## src/rtl/id_ex_if.sv

```systemverilog
// id_ex_if: ID/EX beat bus (valid/ready handshake plus decode payload)
interface id_ex_if #(
   parameter int XLEN    = 32,
   parameter int RN_W    = 4,
   parameter int ALUOP_W = 2
);
   logic               valid;
   logic               ready;
   logic [XLEN-1:0]    pc;
   logic [XLEN-1:0]    rd1;
   logic [XLEN-1:0]    rd2;
   logic [XLEN-1:0]    imm;
   logic [RN_W-1:0]    rn1;
   logic [RN_W-1:0]    rn2;
   logic [RN_W-1:0]    wn;
   logic [ALUOP_W-1:0] aluop;
   logic [4:0]         ctrl;
   modport master (output valid, pc, rd1, rd2, imm, rn1, rn2, wn, aluop, ctrl, input ready);
   modport slave (input valid, pc, rd1, rd2, imm, rn1, rn2, wn, aluop, ctrl, output ready);
endinterface

```

## src/rtl/id_ex_pipe_reg.sv

```systemverilog
// id_ex_pipe_reg: ID/EX stage register with valid/ready, optional skid entry, flush and stall counter
module id_ex_pipe_reg #(
   parameter int XLEN    = 32,
   parameter int RN_W    = 4,
   parameter int ALUOP_W = 2,
   parameter int SKID    = 1,
   parameter int CNT_W   = 16
) (
   input  logic             clk,
   input  logic             reset,
   id_ex_if.slave           in_bus,
   id_ex_if.master          out_bus,
   input  logic             flush,
   output logic [CNT_W-1:0] stall_cnt
);
   localparam int PW = 4*XLEN + 3*RN_W + ALUOP_W + 5;
   logic [PW-1:0]    in_pl, main_q, main_d, skid_q, skid_d;
   logic             main_v_q, main_v_d, skid_v_q, skid_v_d, rdy_q;
   logic             in_fire, out_fire, main_ld;
   logic [CNT_W-1:0] stall_q, stall_d;
   logic [4:0]       ctrl;
   assign in_pl = {in_bus.pc, in_bus.rd1, in_bus.rd2, in_bus.imm, in_bus.rn1, in_bus.rn2,
                   in_bus.wn, in_bus.aluop, in_bus.ctrl};
   assign in_bus.ready = (SKID != 0) ? rdy_q : (!main_v_q | out_bus.ready);
   assign in_fire = in_bus.valid & in_bus.ready;
   assign out_fire = main_v_q & out_bus.ready;
   assign main_ld = !main_v_q | out_fire;
   always_comb begin
      main_d = main_q;
      skid_d = skid_q;
      main_v_d = main_v_q;
      skid_v_d = 1'b0;
      if (SKID != 0) begin
         // the skid entry is older than any incoming beat, so it drains first
         main_v_d = main_ld ? (skid_v_q | in_fire) : 1'b1;
         main_d = !main_ld ? main_q : skid_v_q ? skid_q : in_fire ? in_pl : main_q;
         skid_v_d = skid_v_q ? !main_ld : (!main_ld & in_fire);
         skid_d = (!skid_v_q & !main_ld & in_fire) ? in_pl : skid_q;
      end else begin
         main_v_d = in_fire | (main_v_q & !out_fire);
         main_d = in_fire ? in_pl : main_q;
      end
      main_v_d = main_v_d & !flush;
      skid_v_d = skid_v_d & !flush;
      stall_d = (main_v_q & !out_bus.ready & ~&stall_q) ? stall_q + CNT_W'(1) : stall_q;
   end
   always_ff @(posedge clk) begin
      if (reset) begin
         main_q <= '0;
         skid_q <= '0;
         main_v_q <= 1'b0;
         skid_v_q <= 1'b0;
         rdy_q <= 1'b1;
         stall_q <= '0;
      end else begin
         main_q <= main_d;
         skid_q <= skid_d;
         main_v_q <= main_v_d;
         skid_v_q <= skid_v_d;
         rdy_q <= !skid_v_d;
         stall_q <= stall_d;
      end
   end
   assign {out_bus.pc, out_bus.rd1, out_bus.rd2, out_bus.imm, out_bus.rn1, out_bus.rn2,
           out_bus.wn, out_bus.aluop, ctrl} = main_q;
   // bubbles must never carry write/memory enables downstream
   assign out_bus.ctrl = ctrl & {5{main_v_q}};
   assign out_bus.valid = main_v_q;
   assign stall_cnt = stall_q;
endmodule

```

## src/flat_wrapper.sv

```systemverilog
// flat-port wrapper written by rule: the top's interface ports become plain ports
module id_ex_pipe_reg_flat 
#(
   parameter int XLEN    = 32,
   parameter int RN_W    = 4,
   parameter int ALUOP_W = 2,
   parameter int SKID    = 1,
   parameter int CNT_W   = 16
)
  (clk, reset, flush, stall_cnt, in_bus_valid, in_bus_pc, in_bus_rd1, in_bus_rd2, in_bus_imm, in_bus_rn1, in_bus_rn2, in_bus_wn, in_bus_aluop, in_bus_ctrl, in_bus_ready, out_bus_valid, out_bus_pc, out_bus_rd1, out_bus_rd2, out_bus_imm, out_bus_rn1, out_bus_rn2, out_bus_wn, out_bus_aluop, out_bus_ctrl, out_bus_ready);
  id_ex_if #(.XLEN(XLEN), .RN_W(RN_W), .ALUOP_W(ALUOP_W)) in_bus_i ();
  id_ex_if #(.XLEN(XLEN), .RN_W(RN_W), .ALUOP_W(ALUOP_W)) out_bus_i ();
  input  logic clk;
  input  logic reset;
  input  logic flush;
  output logic [CNT_W-1:0] stall_cnt;
  input wire logic [$bits(in_bus_i.valid)-1:0] in_bus_valid;
  input wire logic [$bits(in_bus_i.pc)-1:0] in_bus_pc;
  input wire logic [$bits(in_bus_i.rd1)-1:0] in_bus_rd1;
  input wire logic [$bits(in_bus_i.rd2)-1:0] in_bus_rd2;
  input wire logic [$bits(in_bus_i.imm)-1:0] in_bus_imm;
  input wire logic [$bits(in_bus_i.rn1)-1:0] in_bus_rn1;
  input wire logic [$bits(in_bus_i.rn2)-1:0] in_bus_rn2;
  input wire logic [$bits(in_bus_i.wn)-1:0] in_bus_wn;
  input wire logic [$bits(in_bus_i.aluop)-1:0] in_bus_aluop;
  input wire logic [$bits(in_bus_i.ctrl)-1:0] in_bus_ctrl;
  output wire logic [$bits(in_bus_i.ready)-1:0] in_bus_ready;
  output wire logic [$bits(out_bus_i.valid)-1:0] out_bus_valid;
  output wire logic [$bits(out_bus_i.pc)-1:0] out_bus_pc;
  output wire logic [$bits(out_bus_i.rd1)-1:0] out_bus_rd1;
  output wire logic [$bits(out_bus_i.rd2)-1:0] out_bus_rd2;
  output wire logic [$bits(out_bus_i.imm)-1:0] out_bus_imm;
  output wire logic [$bits(out_bus_i.rn1)-1:0] out_bus_rn1;
  output wire logic [$bits(out_bus_i.rn2)-1:0] out_bus_rn2;
  output wire logic [$bits(out_bus_i.wn)-1:0] out_bus_wn;
  output wire logic [$bits(out_bus_i.aluop)-1:0] out_bus_aluop;
  output wire logic [$bits(out_bus_i.ctrl)-1:0] out_bus_ctrl;
  input wire logic [$bits(out_bus_i.ready)-1:0] out_bus_ready;
  assign in_bus_i.valid = in_bus_valid;
  assign in_bus_i.pc = in_bus_pc;
  assign in_bus_i.rd1 = in_bus_rd1;
  assign in_bus_i.rd2 = in_bus_rd2;
  assign in_bus_i.imm = in_bus_imm;
  assign in_bus_i.rn1 = in_bus_rn1;
  assign in_bus_i.rn2 = in_bus_rn2;
  assign in_bus_i.wn = in_bus_wn;
  assign in_bus_i.aluop = in_bus_aluop;
  assign in_bus_i.ctrl = in_bus_ctrl;
  assign in_bus_ready = in_bus_i.ready;
  assign out_bus_valid = out_bus_i.valid;
  assign out_bus_pc = out_bus_i.pc;
  assign out_bus_rd1 = out_bus_i.rd1;
  assign out_bus_rd2 = out_bus_i.rd2;
  assign out_bus_imm = out_bus_i.imm;
  assign out_bus_rn1 = out_bus_i.rn1;
  assign out_bus_rn2 = out_bus_i.rn2;
  assign out_bus_wn = out_bus_i.wn;
  assign out_bus_aluop = out_bus_i.aluop;
  assign out_bus_ctrl = out_bus_i.ctrl;
  assign out_bus_i.ready = out_bus_ready;
  id_ex_pipe_reg #(.XLEN(XLEN), .RN_W(RN_W), .ALUOP_W(ALUOP_W), .SKID(SKID), .CNT_W(CNT_W)) u_core (.clk(clk), .reset(reset), .in_bus(in_bus_i), .out_bus(out_bus_i), .flush(flush), .stall_cnt(stall_cnt));
endmodule
```

## config.mk

```make
export PLATFORM = sky130hd
export DESIGN_NAME = id_ex_pipe_reg_flat
export DESIGN_NICKNAME = d
export VERILOG_FILES = /design/src/rtl/id_ex_if.sv /design/src/rtl/id_ex_pipe_reg.sv /design/src/flat_wrapper.sv
export SDC_FILE = /design/constraint.sdc
export NUM_CORES = 1
export LEC_CHECK = 0
export CAP_MARGIN = 15
export CORE_AREA = 2 2 199 201
export CTS_BUF_LIST = sky130_fd_sc_hd__clkbuf_2 sky130_fd_sc_hd__clkbuf_4 sky130_fd_sc_hd__clkbuf_8
export CTS_CLUSTER_DIAMETER = 200
export DETAILED_ROUTE_END_ITERATION = 8
export DIE_AREA = 0 0 201 203
export GPL_TIMING_DRIVEN = 0
export HOLD_SLACK_MARGIN = 0.05
export RECOVER_POWER = 100
export SYNTH_ARGS = -nofsm -noshare
export SYNTH_HDL_FRONTEND = slang
export SYNTH_SLANG_ARGS = --single-unit
export TNS_END_PERCENT = 1
```

## constraint.sdc

```tcl
create_clock -name clk -period 1.9 [get_ports clk]
set_input_delay 0.285 -clock clk [delete_from_list [all_inputs] [get_ports clk]]
set_output_delay 0.285 -clock clk [all_outputs]
set_load 0.01 [all_outputs]
```

# Word-level counts from Yosys, hierarchy flattened

Cells that the tools add are included.
W data, S select, Z words.

Flip-flop bits (word level): 313
ROM bits: 0
Output and inout bits: 165
Bits of input ports: 152
Latch bits: 0
RAM bits: 0
Logic and storage cells: 33
Memories: 0

Bitwise gates (word level): 12
Divide/modulo/power cells: 0
$add $sub $neg: 1
Multipliers: 0
Equality and inequality tests: 0
$lt $le $gt $ge: 0
Muxes and demuxes: 4
Reductions and logical operators: 10
Shift-type cells: 0

Operators by type and width:

| cell                    | number |
|---|---|
| $mux W147               | 2 |
| $add A16 B1 Y16 const B | 1 |
| $reduce_and A16 Y1      | 1 |
| $and A1 B1 Y1           | 9 |
| $logic_not A1 Y1        | 7 |
| $and A5 B5 Y5           | 1 |
| $mux W1                 | 2 |
| $or A1 B1 Y1            | 2 |
| $reduce_and A2 Y1       | 1 |
| $reduce_bool A2 Y1      | 1 |

# Longest topological paths before layout

Depth after elaboration: 7
Gate-level depth with buffers: 7
Gate-level depth less buffers: 5

# Worst setup path after synthesis

Ideal clock, no wire load.

Path kind: register to register
Start: register u_core.main_v_q (netlist: u_core.out_bus.valid)
End: register u_core.stall_q[15] (netlist: u_core.stall_cnt[15])
Buffers on the path: 2
Stages on the path, launching flop included: 7
Library setup time: 0.121 ns
Data required time: 1.779 ns
Path slack: 0.116 ns
Clock period less this slack: 1.784 ns
Arrival time: 1.664 ns
Path through: dfxtp_1 -> nand2b_1 -> buf_2 -> or3_1 -> clkbuf_1 -> nor3b_1 -> mux2_2

Longest elaborated chain between the ends: 2

Ends and longest elaborated chain:

| item                        | RTL line             | RTL |
|---|---|---|
| from (decl)                 | id_ex_pipe_reg.sv:18 | `logic main_v_q, main_v_d, skid_v_q, skid_v_d, rdy_q;` |
| from (signal assigned)      | id_ex_pipe_reg.sv:58 | `main_v_q <= main_v_d;` |
| $and A1 B1 Y1 (2 in series) | id_ex_pipe_reg.sv:45 | `stall_d = (main_v_q & !out_bus.ready & ~&stall_q) ? stall_q + CNT_W'(1) : stall_q;` |
| to (signal assigned)        | id_ex_pipe_reg.sv:61 | `stall_q <= stall_d;` |
| to (decl)                   | id_ex_pipe_reg.sv:20 | `logic [CNT_W-1:0] stall_q, stall_d;` |

No other way between the ends.
A chain may end at the register's enable or synchronous reset.

# Final worst setup path

Start: register u_core.main_q[19]
End: output port out_bus_imm[0]

RTL lines:

| item                   | RTL line             | RTL |
|---|---|---|
| from (decl)            | id_ex_pipe_reg.sv:17 | `logic [PW-1:0] in_pl, main_q, main_d, skid_q, skid_d;` |
| from (signal assigned) | id_ex_pipe_reg.sv:56 | `main_q <= main_d;` |
| to (decl)              | flat_wrapper.sv:32   | `output wire logic [$bits(out_bus_i.imm)-1:0] out_bus_imm;` |

No word-level cell between the ends.

==> results.json <==
{
  "routed_via_density": 4.69,
  "cts_made_buffers": 54,
  "r2r-start": "u_core.out_bus.valid",
  "port_buffers": 315,
  "final_nets": 2071,
  "skew_ns": 0.0172,
  "layout-drive-gt1-share_pct": 18.4,
  "cp-end-kind": "primary output",
  "num_rows": 72,
  "cp-start-kind": "flop",
  "antenna_found_initial": 4,
  "async_flop_share_pct": 0,
  "core_area_um2": 38500,
  "setup_ws_ns": 0.0497,
  "wl_per_cell_um": 16.2,
  "seq_area_frac_synth_pct": 46.7,
  "post_dp_cell_area_um2": 17200,
  "slew_headroom_pct": 40.1,
  "path_class": "flop to primary output",
  "fmax_ghz": 0.540,
  "post-route-period-util_pct": 97.4,
  "setup_viol": 0,
  "pre_cts_slack_ns": -0.971,
  "yosys_warnings": 0,
  "pin_count": 317,
  "drv_cap": 0,
  "synth_area_leaders": "dfxtp_1 47%, mux2i_1 11%, buf_4 8.6%",
  "syn-mean-instance-area_um2": 8.67,
  "grt_first_pass_wirelength_um": 62500,
  "hold_viol": 0,
  "grt_pass1_vias": 11400,
  "clock-root-buffer": "clkbuf_8",
  "outcome": "finished, final reports clean",
  "clk_latency_ns": 0.60,
  "crit_path_max_fanout": 2,
  "die_area_um2": 40800,
  "cellLeakagePower_uw": 0.00660,
  "yosysTopAreaCell": "dfxtp_1",
  "critical-path-max-stage-delay_ns": 0.52,
  "grt_util_all_layers_pct": 19.2,
  "fin_area_um2": 18100,
  "yosysMostFrequentCell": "dfxtp_1",
  "area.growth.synth_to_final_pct": 34.9,
  "synth_top_area_share_pct": 46.7,
  "worstPathRequired_ns": 1.62,
  "dr_total_vias": 11600,
  "synth-seq-cells": 313,
  "vdd_drop_max_uv": 485,
  "clockBufferDepth": 3,
  "wirelength_um": 40100,
  "clock-sinks": 313,
  "path_cells": "buf_4, clkdlybuf4s50_1",
  "post-cts-setup-buffers": 0,
  "cp_slowest_cell": "clkdlybuf4s50_1",
  "power_density_nw_per_um2": 841,
  "syn_inst": 1547,
  "holdCritStartpoint": "in_bus_pc[14]",
  "power_uw": 15200,
  "die_h_um": 203,
  "drc": 0,
  "cts_tree": "yes",
  "timing.final.max_slew_violations": 0,
  "hpwl_um": 29500,
  "synth_edf_count": 0,
  "synth_common_cells": "313 x dfxtp_1, 300 x nand2_1, 158 x a21oi_1",
  "drt_pass1_iterations": 5,
  "worstHoldPathType": "primary input to flop",
  "gp_congestion": 0.801,
  "drt_iter0_drc": 459,
  "grt_overflow": 0,
  "path_clk_slew_ns": 0.06,
  "synthesis.nets": 1700,
  "tightest_slew_ns": 0.899,
  "tns_ns": 0,
  "min_period_ns": 1.85,
  "crit_path_start": "u_core.main_q[19]",
  "cp.arrival_ns": 1.57,
  "synthesis.area_um2": 13400,
  "rsz0062_at_grt": "yes",
  "dieWidth_um": 201,
  "synth_ff_type": "dfxtp_1",
  "fin_hold_ws_ns": 0.261,
  "final_antenna_net_count": 0,
  "synth_cell_types": 37,
  "htree_num_levels": 2,
  "grt_max_degree": 14,
  "start_util_pct": 34.9
}
[registers in the layout (all words and copies together), names as in the netlist]
signal,flops
u_core.stall_cnt,16
u_core.main_q,147
u_core.skid_v_q,1
u_core.out_bus.valid,1
u_core.in_bus.ready,1
u_core.skid_q,147
[metal layers]
metal	up-vias	share of wire (%)	global-route usage [%]
met1	5410	45	24.9
met4	2	2.6	6.30
met5	-	0.032	0
li1	5883	-	-
met2	234	48	32.1
met3	68	4.5	3.47
[final cells by class]
class                      instances  area (um2)
antenna                            3        7.51
sequential                       313        6290
clock buffer                      84        1040
tap                              518         648
clock inverter                     6        32.5
inverter                           2        7.51
timing repair buffer             315        2780
fill                            3867       20400
multi-input combinational        970        5560
buffer                           262        1720
[worst paths after layout]
check	endpoint	slack, ns	cells after the start
worst max-delay path	out_bus_imm[0]	0.05	2
worst min-delay path	u_core.skid_q[129]	0.26	3
worst max register to register	u_core.skid_q[60]	0.06	7
worst min register to register	u_core.skid_q[6]	0.45	2
[critical path: cells and delay by family (launching register included)]
kind / cells / cell delay, ns
flops: 1 / 0.35
buf+inv: 2 / 0.64
[metrics by stage]
| step | utilization, % | instances |
|---|---|---|
| after CTS | 47.6 | 2470 |
| after detailed placement | 44.7 | 2380 |
| after floorplan | - | 1547 |
| after global placement | 44.7 | 2380 |
| after global routing | 47.0 | 2472 |
| final | 47.0 | 2473 |
[cell families after synthesis]
kind of cell | after synthesis | share of synthesized area [%]
AOI/OAI and AO/OA | 318 | 14.8
DFF | 313 | 46.7
adders and majority gates | 1 | 0.0933
xor gates and xnor gates | 2 | 0.131
and+or+nand+nor | 498 | 14.8
muxes | 151 | 11.3
buffers and inverters | 264 | 12.1
[power by group]
part	switching [uW]	internal, uW
Clock	2660	3450
Sequential	157	6860
Combinational	959	1120
Total	3770	11400
[placed cells by master, fill, tap and decap left out, types with 12 or more instances in the layout]
master	count
nand2_1	300
dfxtp_1	299
clkdlybuf4s50_1	231
a21oi_1	157
nor2_1	154
a211oi_1	149
mux2i_1	148
buf_4	146
clkbuf_1	93
clkbuf_8	69
clkbuf_4	44
buf_2	29
clkbuf_2	26
dfxtp_2	13
buf_6	12
[what timing repair did]
action                                  CTS  global route
hold buffers                              0             0
pin swaps                                 0             1
endpoints found under the setup margin  333           329
gates resized for setup                  98            95
No activity file was read; power rests on OpenSTA's default activity.
